`config.mk`:
```
export PLATFORM = sky130hd
export DESIGN_NAME = bf16_from_int
export DESIGN_NICKNAME = d
export VERILOG_FILES = /design/src/rtl/bf16_from_int.sv
export SDC_FILE = /design/constraint.sdc
export NUM_CORES = 1
export LEC_CHECK = 0
export CAP_MARGIN = 15
export CORE_MARGIN = 4
export CORE_UTILIZATION = 30
export CTS_BUF_LIST = sky130_fd_sc_hd__clkbuf_8
export CTS_CLUSTER_DIAMETER = 200
export DETAILED_ROUTE_END_ITERATION = 8
export HOLD_SLACK_MARGIN = 0.08
export PLACE_DENSITY = 0.51
export SETUP_SLACK_MARGIN = 0.4
export SYNTH_ARGS = -nofsm -noshare
export SYNTH_HDL_FRONTEND = slang
export SYNTH_SLANG_ARGS = --single-unit
```
`constraint.sdc`:
```
create_clock -name clk -period 5.72 [get_ports clk]
set_input_delay 0.858 -clock clk [delete_from_list [all_inputs] [get_ports clk]]
set_output_delay 0.858 -clock clk [all_outputs]
set_load 0.01 [all_outputs]
```
`src/rtl/bf16_from_int.sv`:
```
// Serial 32-bit integer to bfloat16 encoder: shifts the magnitude left one bit
// per cycle until the MSB is set, then rounds to nearest-even in a single cycle.
module bf16_from_int #(
  parameter bit SIGNED = 1'b1
) (
  input  logic        clk,
  input  logic        rst,
  input  logic        en,
  input  logic [31:0] a,
  output logic        busy,
  output logic        done,
  output logic [15:0] out
);

  typedef enum logic [1:0] {
    IDLE  = 2'd0,
    NORM  = 2'd1,
    ROUND = 2'd2
  } state_t;

  state_t      state;
  state_t      state_nxt;
  logic [31:0] mag;
  logic [7:0]  exp_r;
  logic        sign;

  logic        sign_in;
  logic [31:0] mag_in;
  logic        mag_in_zero;

  // 2^31 is representable as an unsigned magnitude, so negating INT_MIN is safe.
  assign sign_in     = SIGNED & a[31];
  assign mag_in      = sign_in ? 32'(-$signed(a)) : a;
  assign mag_in_zero = (mag_in == 32'd0);

  // Round a normalized magnitude (bit 31 set) to 7 fraction bits, ties to even.
  // A carry out of the fraction bumps the exponent and clears the fraction.
  function automatic logic [14:0] round_rne(input logic [31:0] m, input logic [7:0] e);
    logic       inc;
    logic [7:0] sum;
    inc = m[23] & ((|m[22:0]) | m[24]);
    sum = {1'b0, m[30:24]} + {7'd0, inc};
    round_rne = sum[7] ? {e + 8'd1, 7'd0} : {e, sum[6:0]};
  endfunction

  always_ff @(posedge clk or posedge rst) begin
    if (rst) begin
      state <= IDLE;
    end else begin
      state <= state_nxt;
    end
  end

  always_comb begin
    state_nxt = state;
    case (state)
      IDLE:    if (en && !mag_in_zero) state_nxt = NORM;
      NORM:    if (mag[31]) state_nxt = ROUND;
      ROUND:   state_nxt = IDLE;
      default: state_nxt = IDLE;
    endcase
  end

  always_ff @(posedge clk or posedge rst) begin
    if (rst) begin
      mag   <= 32'd0;
      exp_r <= 8'd0;
      sign  <= 1'b0;
      out   <= 16'h0000;
      done  <= 1'b0;
    end else begin
      done <= 1'b0;
      case (state)
        IDLE: begin
          if (en) begin
            sign  <= sign_in;
            mag   <= mag_in;
            exp_r <= 8'd158;
            // Zero bypasses normalization; the sign is dropped so no -0 appears.
            if (mag_in_zero) begin
              out  <= 16'h0000;
              done <= 1'b1;
            end
          end
        end
        NORM: begin
          if (!mag[31]) begin
            mag   <= mag << 1;
            exp_r <= exp_r - 8'd1;
          end
        end
        ROUND: begin
          out  <= {sign, round_rne(mag, exp_r)};
          done <= 1'b1;
        end
        default: ;
      endcase
    end
  end

  assign busy = (state == NORM) || (state == ROUND);

endmodule

```
# Word-level counts from Yosys, hierarchy flattened
# Index checks and enable logic that the tools add are counted.
# totals
elab_cells	50
regBits	60
out_inout_bits	18
# classes
n_eq_ne	7
reduce_logical	13
bitwise_logic	2
muxes	17
add_sub_neg	4
# op_table
op	count
$mux W32	3
$pmux W32 S2	1
$logic_not A32 Y1	1
$mux W16	2
$neg A32 Y32	1
$pmux W16 S2	1
$reduce_or A23 Y1	1
$mux W8	2
$pmux W8 S2	1
$mux W15	1
$ne A2 B2 Y1 const B	5
$add A7 B1 Y8	1
$add A8 B1 Y8 const B	1
$sub A8 B1 Y8 const B	1
$reduce_and A2 Y1	3
$reduce_and A3 Y1	2
$mux W2	2
$pmux W2 S2	1
$reduce_bool A2 Y1	2
$eq A2 B1 Y1 const B	1
$eq A2 B2 Y1 const B	1
$logic_not A2 Y1	1
$mux W1	2
$pmux W1 S2	1
other kinds (5)	5

# Logic depth before layout (Yosys ltp)
# Gate-level depths: netlist (run 1).
# logic_depth
word_depth	7
mapped_depth	12
ltp_nobuf	11

# Worst setup path after synthesis (run 1)
# OpenSTA, ideal clock, no wires.
# synth_path
path_type	input-to-reg
from	input port a[0]
to	register out[1]
slack_ns	2.269
path_buffers	0
arrival_time_ns	3.326
required_time_ns	5.595
cell_stages	11
cell_sequence	inv_1 ha_1 nor3b_2 nand4_1 or3_1 o32a_1 and3_1 nor4_2 nand2_1 a2bb2oi_2 mux2_4
# synth_between
elab_chain_len	5
# synth_lines
element	line_no	source
from (decl)	9	input logic [31:0] a,
$neg A32 Y32	33	assign mag_in = sign_in ? 32'(-$signed(a)) : a;
$mux W32 *	33	
$logic_not A32 Y1 *	34	assign mag_in_zero = (mag_in == 32'd0);
$ne A2 B2 Y1 (no source line) *	--	
$reduce_and A3 Y1 (no source line) *	--	
to (signal assigned)	93	out <= {sign, round_rne(mag, exp_r)};
to (decl)	12	output logic [15:0] out
# Mark *: on every way between the ends. The rest lies on a longest branch, timed or not.
# A chain may end at the register's enable or synchronous reset.

# Worst setup path in the final report (run 1)
# layout_path
from	input port a[8]
to	register out[4]
# Same word-level chain as after synthesis.

==> results of run 1 <==
==> through the flow <==
| step | worst slack [ns] | power, uW | area (sq um) | hold WS, ns |
|---|---|---|---|---|
| after global placement | 0.844 | 1710 | 4860 | 0.473 |
| after floorplan | 2.27 | 1390 | 4250 | 0.472 |
| after global routing | 0.899 | 2310 | 5080 | 0.504 |
| after detailed placement | 0.821 | 1720 | 4860 | 0.477 |
| final | 1.24 | 2130 | 5080 | 0.494 |
| after CTS | 1.18 | 2150 | 5080 | 0.495 |
==> kinds of logic (layout without fill, tap and decap cells) <==
logic type,after synthesis,in the layout,synth area share (%)
multiplexers,8,8,2.39
AO/OA/AOI/OAI,132,132,21.7
flip-flops,60,60,35.4
XOR/XNOR,45,45,9.28
adder cells (fa/ha/maj),7,7,2.06
buffers and inverters,49,86,4.80
AND/OR/NAND/NOR,192,192,24.4
==> critical path, stage by stage <==
cell and delay (ns):
clkdlybuf4s50_1 0.59, nor4_4 0.46, nand4_1 0.51, nor4_1 0.73, nor4_1 0.19, nand4_1 0.15, nor3_2 0.07, nand2_1 0.13
a2bb2oi_2 0.66, mux2_4 0.35
==> layout make-up <==
type | instances | area share [%]
Multi-Input combinational cell | 384 | 50.0
Sequential cell | 60 | 29.6
Timing Repair Buffer | 55 | 10.6
Tap cell | 180 | 4.43
Clock buffer | 10 | 2.71
Clock inverter | 6 | 1.58
Inverter | 15 | 1.11
==> registers in the layout (all words and copies together) (netlist names) <==
name and flops:
sign 1, mag 32, out 16, done 1, state 2, exp_r 8
==> layout by cell type, fill, tap and decap left out, drive strengths merged, types with 10 or more instances in the layout <==
cell type	instances
a21oi	19
a22oi	10
clkbuf	10
clkdlybuf4s50	51
dfrtp	60
inv	16
nand2	52
nand3	14
nand4	10
nor2	38
nor3	19
nor4	14
o21ai	39
o2bb2ai	12
xnor2	22
xor2	23
==> path summary, 6_finish.rpt <==
| path | startpoint | end | slack, ns | cells past startpoint |
|---|---|---|---|---|
| worst min-delay path | out[9]$_DFFE_PP0P_ | out[9]$_DFFE_PP0P_ | 0.49 | 1 |
| worst max register to register | state[1]$_DFFE_PP0P_ | mag[21]$_DFFE_PP0P_ | 2.02 | 7 |
| worst max-delay path | a[8] | out[4]$_DFFE_PP0P_ | 1.24 | 10 |
| worst min register to register | out[9]$_DFFE_PP0P_ | out[9]$_DFFE_PP0P_ | 0.49 | 1 |
| max in group asynchronous | rst | mag[21]$_DFFE_PP0P_ | 4.15 | 3 |
| min in group asynchronous | rst | mag[3]$_DFFE_PP0P_ | 1.05 | 3 |
==> metal layers <==
metal | GRT usage [%] | up-vias | part of all wire [%]
met4 | 3.09 | 0 | 0.87
met5 | 0 | - | 0
met3 | 2.99 | 8 | 5.0
met2 | 20.3 | 114 | 44
met1 | 20.2 | 1746 | 51
li1 | - | 1881 | -
==> report_power, final <==
group          internal, uW  switching, uW  total [uW]
Clock                   253            168         422
Sequential              608            162         771
Combinational           403            534         937
==> metrics.csv, run 1 <==
metric,value,unit
run status,completed,
max-cap violation count,0,
Synth cell types,65,
post-synth top area share,35.4,%
Post-Syn Nets,535,
unrepaired setup endpoints after global routing,no,
non-filler cells in the finished layout,710,
Fin Setup TNS,0,ns
die area,16100,sq um
period utilisation layout,78.3,%
Post CTS Setup Buffer Count,0,
HP Class,reg2reg,
Peak VDD IR,0.231,mV
DIE HEIGHT,127,um
drt first pass iters,5,
Slew HR,26.7,%
GRT overflow,0,
drt initial violations,331,
WL per Instance,15.5,um
most frequent cell after synthesis,dfrtp_1,
Worst Setup Path Type,in2reg,
Final min period,4.48,ns
skew final,0.0142,ns
n_diodes,0,
Worst-path clk slew,0.07,ns
async set or reset register ratio after synthesis,100,%
vias in the first global route,3483,
TritonCTS Sinks,60,
chip width,127,um
Setup crit end kind,flip-flop,
Synth Register Bits,60,
area grow syn2layout,19.6,%
Clock Latency Late Sink,0.34,ns
Final Hold Vio Count,0,
post-synthesis sequential area ratio,35.4,%
clock root buffer,clkbuf_8,
most frequent cells after synthesis,"dfrtp_1 (60), nand2_1 (52), o21ai_0 (39)",
Yosys warnings,0,
first-pass GRT wire length,18.2,mm
"Slew Viols, Final",0,
CP arrival,4.70,ns
# setup viols final,0,
IO Count,53,
Initial Util,30.6,%
CTS H-tree lvls,3,
# fillers,1439,
Avg Inst Size Synth,8.61,sq um
CTS tree,yes,
post-synthesis cell count,493,
fin util,36.6,%
Routed WL,11.0,mm
Critical Path Start Type,input port,
number of synthesized flops with an enable pin,0,
largest fanout on the critical path,16,
Yosys top cell by area,dfrtp_1,
PwrDens,419,nW/um^2
Placed Cells,694,
Max Clk Rate,0.223,GHz
top_reg_cell synth,dfrtp_1,
Inserted Clock Buffers,9,
register area,1500,sq um
Total GRT Usage,13.7,%
CTS resizes,0,
footprint of the multi-input gates,2540,sq um
Antenna Nets Post-Route,0,
initial antenna violation count,0,
IO Port Bufs,52,
post-layout net count,567,
CTS Buffer Depth,2,
Required @ worst endpoint,5.94,ns
Via density,5.28,
Slew @ Worst Pin,1.10,ns
largest net degree at the start of global routing,61,
leakage,0.00191,uW
dominant cells by area after synthesis,"dfrtp_1 (35%), xor2_1 (4.7%), o21ai_0 (4.6%)",
Synth Cell Area,4250,sq um
layout cells sized above 1,7.92,%
DRC Markers,0,
Post-CTS Hold Fix Bufs,0,
vias,3749,
Core Area,13900,sq um
dpl hpwl,8.14,mm
num rows,43,
routability cong.,0.807,
(Power assumes the default switching activity.)
==> run 2: changes to the inputs <==
--- a/config.mk
+++ b/config.mk
@@ -12,7 +12,7 @@
 export CTS_CLUSTER_DIAMETER = 200
 export DETAILED_ROUTE_END_ITERATION = 8
 export HOLD_SLACK_MARGIN = 0.08
-export PLACE_DENSITY = 0.51
+export PLACE_DENSITY = 0.53
 export SETUP_SLACK_MARGIN = 0.4
 export SYNTH_ARGS = -nofsm -noshare
 export SYNTH_HDL_FRONTEND = slang
==> constraint.sdc (replaced) <==
create_clock -name clk -period 4.02 [get_ports clk]
set_input_delay 0.603 -clock clk [delete_from_list [all_inputs] [get_ports clk]]
set_output_delay 0.603 -clock clk [all_outputs]
set_load 0.01 [all_outputs]
==> run 2 against run 1 <==
Net effect: first-iteration DRC count shrank 43%; critical path depth is the same; combinational power increased by 52%; register-to-register slack got worse by 0.75 ns; total power increased by 40%; core utilization up 2.9 points; routed wire length up 4.9%; die area stayed put; flip-flop and latch count did not move; sequential power grew 44%; critical endpoint is now out[6]$_DFFE_PP0P_.
==> metrics.csv, run 2 (synthesized netlist as in run 1, its figures left out) <==
metric,value,unit
n_diodes,0,
max-cap violation count,0,
"Slew Viols, Final",0,
largest net degree at the start of global routing,40,
Reg with most FFs,mag,
Clock Power Share,15.7,%
# setup viols final,0,
hold path endpoint,out[10]$_DFFE_PP0P_,
Reg2Reg Depth,6,
run status,completed,
area grow syn2layout,29.1,%
Worst Setup Path Type,in2reg,
vias,3924,
IO Port Bufs,52,
TritonCTS Sinks,60,
leakage,0.00217,uW
unrepaired setup endpoints after global routing,no,
CTS Buffer Depth,2,
WL per Instance,15.3,um
skew final,0.00837,ns
HP Class,reg2reg,
Slew @ Worst Pin,1.07,ns
DIE HEIGHT,127,um
Antenna Nets Post-Route,0,
num rows,43,
fin util,39.5,%
Critical R2R Launch,state[0]$_DFFE_PP0P_,
Post-CTS Hold Fix Bufs,0,
die area,16100,sq um
PwrDens,546,nW/um^2
Critical Path Start Type,input port,
CTS H-tree lvls,3,
Setup crit end kind,flip-flop,
Total GRT Usage,14.2,%
Psw,1250,uW
chip width,127,um
IO Count,53,
r2r setup slk,1.27,ns
vias in the first global route,3680,
initial antenna violation count,0,
GRT overflow,0,
Fin Setup TNS,0,ns
hold_sp,out[10]$_DFFE_PP0P_,
reg2reg end,mag[3]$_DFFE_PP0P_,
Switching Fraction,41.9,%
first-pass GRT wire length,18.9,mm
Inserted Clock Buffers,9,
max FFs per register,32,
DRC Markers,0,
post-layout net count,610,
hold depth,1,
Core Area,13900,sq um
Peak VDD IR,0.278,mV
CTS tree,yes,
drt first pass iters,5,
Worst-path clk slew,0.06,ns
Final min period,3.48,ns
Routed WL,11.5,mm
dpl hpwl,8.58,mm
Seq pwr share,37.0,%
Largest regs,"mag (32), out (16), exp_r (8)",
# fillers,1440,
internal power,1740,uW
period utilisation layout,86.5,%
Initial Util,30.6,%
CP arrival,3.70,ns
most frequent cells in the layout,"dfrtp_1 (60), nand2_1 (51), clkdlybuf4s50_1 (48), buf_4 (41), o21ai_0 (39)",
drt initial violations,188,
routability cong.,0.847,
layout cells sized above 1,17.3,%
register area,1500,sq um
Combinational Power Share,47.4,%
Clock Latency Late Sink,0.34,ns
Final Hold Vio Count,0,
Slew HR,28.4,%
Required @ worst endpoint,4.24,ns
Via density,5.21,
footprint of the multi-input gates,2650,sq um
Max Clk Rate,0.288,GHz
clock root buffer,clkbuf_8,
"commonest non-fill, non-tap cell in the layout",dfrtp_1,
largest fanout on the critical path,6,
[run 2: power groups by stage]
stage	Combinational, uW	Clock [uW]	Sequential, uW
2_1_floorplan	928	0	1050
3_3_place_gp	1360	0	1100
3_5_place_dp	1380	0	1110
4_1_cts	1390	485	1110
5_1_grt	1580	514	1140
6_report	1420	468	1110
[run 2: worst max path at each step]
stage                                to  slack (ns)  startpoint  cells after the start
floorplan            out[1]$_DFFE_PP0P_        0.82        a[0]                     11
detailed placement  out[13]$_DFFE_PP0P_       -0.14        a[0]                     13
global placement    out[14]$_DFFE_PP0P_       -0.09        a[0]                     13
CTS                 out[13]$_DFFE_PP0P_        0.44        a[0]                     14
global route         out[6]$_DFFE_PP0P_        0.38       a[25]                     10
finish               out[6]$_DFFE_PP0P_        0.54       a[25]                     10
[run 2: area by class of cell]
| class | instances | area share [%] |
|---|---|---|
| Clock inverter | 6 | 0.571 |
| Inverter | 15 | 1.03 |
| Timing Repair Buffer | 98 | 16.1 |
| Clock buffer | 10 | 2.51 |
| Tap cell | 180 | 4.11 |
| Sequential cell | 60 | 27.4 |
| Multi-Input combinational cell | 384 | 48.3 |
[run 2: worst max-delay path: stages]
cell             delay (ns)
clkdlybuf4s50_1        0.48
or4_4                  0.55
or3_1                  0.35
o31ai_2                0.24
xor2_1                 0.29
nand2_1                0.14
nor4_4                 0.38
nand2_2                0.13
a2bb2oi_4              0.20
mux2_4                 0.31
[run 2: through the flow]
step / cell area, sq um / setup slack, ns / power, uW / instances / hold WS [ns]
final: 5480 / 0.543 / 2990 / 753 / 0.488
after global routing: 5480 / 0.377 / 3230 / 753 / 0.500
after CTS: 5310 / 0.442 / 2980 / 744 / 0.493
after detailed placement: 5100 / -0.141 / 2500 / 726 / 0.473
after global placement: 5100 / -0.0870 / 2460 / 726 / 0.472
after floorplan: 4250 / 0.824 / 1980 / 493 / 0.472
[run 2: what timing repair did]
action,4_1_cts,5_1_grt
gates cloned,0,2
pin swaps,1,13
setup buffers,2,7
endpoints found under the setup margin,16,17
resized for setup,3,25
endpoints found under the hold margin,0,0
[run 2: metal layers]
layer	track usage (%)	vias up	share of wire, %	wire (um)
li1	-	1957	-	-
met1	20.8	1855	50	5720
met2	21.5	99	44	5120
met3	1.98	13	4.4	507
met4	4.35	0	1.4	166
met5	0	-	0	0
==> run 3: changes to the inputs <==
--- a/config.mk
+++ b/config.mk
@@ -5,12 +5,14 @@
 export SDC_FILE = /design/constraint.sdc
 export NUM_CORES = 1
 export LEC_CHECK = 0
+export ABC_AREA = 1
 export CAP_MARGIN = 15
 export CORE_MARGIN = 4
 export CORE_UTILIZATION = 30
 export CTS_BUF_LIST = sky130_fd_sc_hd__clkbuf_8
 export CTS_CLUSTER_DIAMETER = 200
 export DETAILED_ROUTE_END_ITERATION = 8
+export GPL_TIMING_DRIVEN = 0
 export HOLD_SLACK_MARGIN = 0.08
 export PLACE_DENSITY = 0.53
 export SETUP_SLACK_MARGIN = 0.4
==> run 3 against run 2 <==
Net effect: critical path type unchanged; setup slack gained 0.59 ns; total power shrank 2.0%; global-route usage is 2.0 points higher; design area fell by 1.8%; first-iteration DRC count grew 28%; via count increased by 13%.
==> metrics.csv, run 3 <==
metric,value,unit
run status,completed,
"commonest non-fill, non-tap cell in the layout",nand2_1,
top_reg_cell synth,dfrtp_1,
Synth Cell Area,4420,sq um
smallest setup slack after layout,1.13,ns
most frequent cells after synthesis,"nand2_1 (215), nor2_1 (81), inv_1 (77)",
r2r setup slk,1.61,ns
Initial Util,30.5,%
Total GRT Usage,16.1,%
initial antenna violation count,0,
"Slew Viols, Final",0,
Psw,1230,uW
clock root buffer,clkbuf_8,
number of synthesized flops with an enable pin,0,
dpl hpwl,10.5,mm
"worst slack, placed",0.757,ns
Seq pwr share,35.2,%
register area,1500,sq um
adder-cell share of the synthesized area,1.98,%
Synth cell types,38,
Critical R2R Launch,state[1]$_DFFE_PP0P_,
Reg2Reg Depth,10,
area grow syn2layout,21.8,%
footprint of the multi-input gates,2500,sq um
Routed WL,12.8,mm
Largest regs,"mag (32), out (16), exp_r (8)",
vias in the first global route,4446,
XOR/XNOR share of the synthesized area,0.793,%
Slew @ Worst Pin,0.562,ns
Clock Power Share,19.3,%
unrepaired setup endpoints after global routing,no,
Post-Syn Nets,722,
period utilisation layout,71.8,%
HP Class,reg2reg,
Slew HR,62.5,%
Inserted Clock Buffers,9,
Reg with most FFs,mag,
Setup crit end kind,flip-flop,
Final min period,2.89,ns
largest net degree at the start of global routing,37,
num rows,44,
Core Area,14500,sq um
PwrDens,544,nW/um^2
Clock Latency Late Sink,0.35,ns
drt first pass iters,7,
Avg Inst Size Synth,6.50,sq um
Max Clk Rate,0.346,GHz
CP arrival,3.13,ns
Compound-Gate Fraction of Synth Area,12.5,%
n_diodes,0,
Critical Path Start Type,input port,
Worst Setup Path Type,in2reg,
vias,4447,
Yosys warnings,0,
Simple-Gate Fraction of Synth Area,41.3,%
Worst-path clk slew,0.07,ns
Via density,4.78,
IO Count,53,
most frequent cell after synthesis,nand2_1,
largest fanout on the critical path,10,
WL met3,515,um
internal power,1700,uW
CTS Buffer Depth,2,
die area,16700,sq um
Fin Setup TNS,0,ns
Synth Register Bits,60,
leakage,0.00271,uW
Post CTS Setup Buffer Count,0,
Antenna Nets Post-Route,0,
IO Port Bufs,51,
post-synthesis cell count,680,
largest family of logic cells by synthesized area,simple AND/OR/NAND/NOR gates,
drt initial violations,240,
# setup viols final,0,
post-layout net count,785,
DRC Markers,0,
CTS tree,yes,
Switching Fraction,42.1,%
WL per Instance,13.7,um
CP endpoint,out[0]$_DFFE_PP0P_,
# fillers,1606,
dominant cells by area after synthesis,"dfrtp_1 (34%), nand2_1 (18%), nor2_1 (6.9%)",
metal1 wirelength,6.05,mm
DIE HEIGHT,129,um
Final Hold Vio Count,0,
routability cong.,0.925,
skew final,0.0115,ns
top layer in use,met4,
GRT overflow,0,
TritonCTS Sinks,60,
chip width,129,um
async set or reset register ratio after synthesis,100,%
post-synthesis sequential area ratio,34.0,%
Required @ worst endpoint,4.26,ns
post-synth top area share,34.0,%
layout cells sized above 1,8.57,%
fin util,37.2,%
Post-CTS Hold Fix Bufs,0,
met2 WL post-DR,6.02,mm
max FFs per register,32,
max-cap violation count,0,
reg2reg end,mag[16]$_DFFE_PP0P_,
Combinational Power Share,45.6,%
most frequent cells in the layout,"nand2_1 (215), nor2_1 (81), inv_1 (78), dfrtp_1 (60), nand3_1 (52)",
mux share of post-synthesis cell area,0,%
CTS resizes,0,
Yosys top cell by area,dfrtp_1,
first-pass GRT wire length,21.6,mm
critical path startpoint,a[0],
CTS H-tree lvls,3,
Peak VDD IR,0.201,mV
==> run 3: logic make-up after synthesis <==
kind of cell             Yosys count
flip-flops                        60
buffers and inverters            105
AO/OA/AOI/OAI                     97
AND/OR/NAND/NOR                  407
adder cells (fa/ha/maj)            7
XOR/XNOR                           4
==> run 3: layer usage <==
| layer | vias up | global-route usage (%) |
|---|---|---|
| li1 | 2305 | - |
| met1 | 2022 | 21.4 |
| met2 | 105 | 27.1 |
| met3 | 15 | 2.06 |
| met4 | 0 | 5.56 |
| met5 | - | 0 |
==> run 3: critical path: stages <==
cell and delay [ns]:
clkdlybuf4s50_1 0.41, inv_2 0.12, ha_1 0.24, nand3_4 0.13, nor2_2 0.15, nand2_1 0.11
nand2_2 0.12, nand2_1 0.07, nand2_1 0.06, nand2_1 0.11, nor2_1 0.12, nand2_1 0.07
nor2_2 0.20, nand4_4 0.14, nand2_4 0.15, inv_4 0.07, buf_6 0.15, nand2_1 0.06
nand2_1 0.04
==> run 3: how the worst min path moves through the flow <==
stage,start,endpoint,depth (start not counted)
after global routing,out[10]$_DFFE_PP0P_,out[10]$_DFFE_PP0P_,2
final,out[10]$_DFFE_PP0P_,out[10]$_DFFE_PP0P_,2
after global placement,out[10]$_DFFE_PP0P_,out[10]$_DFFE_PP0P_,2
after detailed placement,out[9]$_DFFE_PP0P_,out[9]$_DFFE_PP0P_,2
after CTS,out[9]$_DFFE_PP0P_,out[9]$_DFFE_PP0P_,2
after floorplan,sign$_DFFE_PP0P_,sign$_DFFE_PP0P_,2
==> run 3: through the flow <==
stage | std cells | hold WS [ns] | instance area (sq um) | power [uW]
after floorplan | 680 | 0.454 | 4420 | 1900
after global placement | 915 | 0.456 | 5160 | 2360
after detailed placement | 916 | 0.466 | 5180 | 2390
after CTS | 931 | 0.483 | 5380 | 2960
after global routing | 931 | 0.498 | 5380 | 3190
final | 931 | 0.475 | 5380 | 2930
==> run 3: area by class of cell <==
type	count	area share, %
clock inverters	3	0.698
multi-input cells	515	46.4
clock buffers	12	3.07
inverters	85	5.98
repair buffers	52	9.86
plain buffers	20	1.79
well taps	184	4.28
flip-flops and latches	60	27.9
==> run 3: power by group through the flow <==
stage | Sequential [uW] | Combinational, uW | Clock (uW)
5_1_grt | 1060 | 1520 | 602
3_5_place_dp | 1040 | 1350 | 0
3_3_place_gp | 1030 | 1330 | 0
2_1_floorplan | 1020 | 887 | 0
6_report | 1030 | 1330 | 564
4_1_cts | 1030 | 1350 | 574
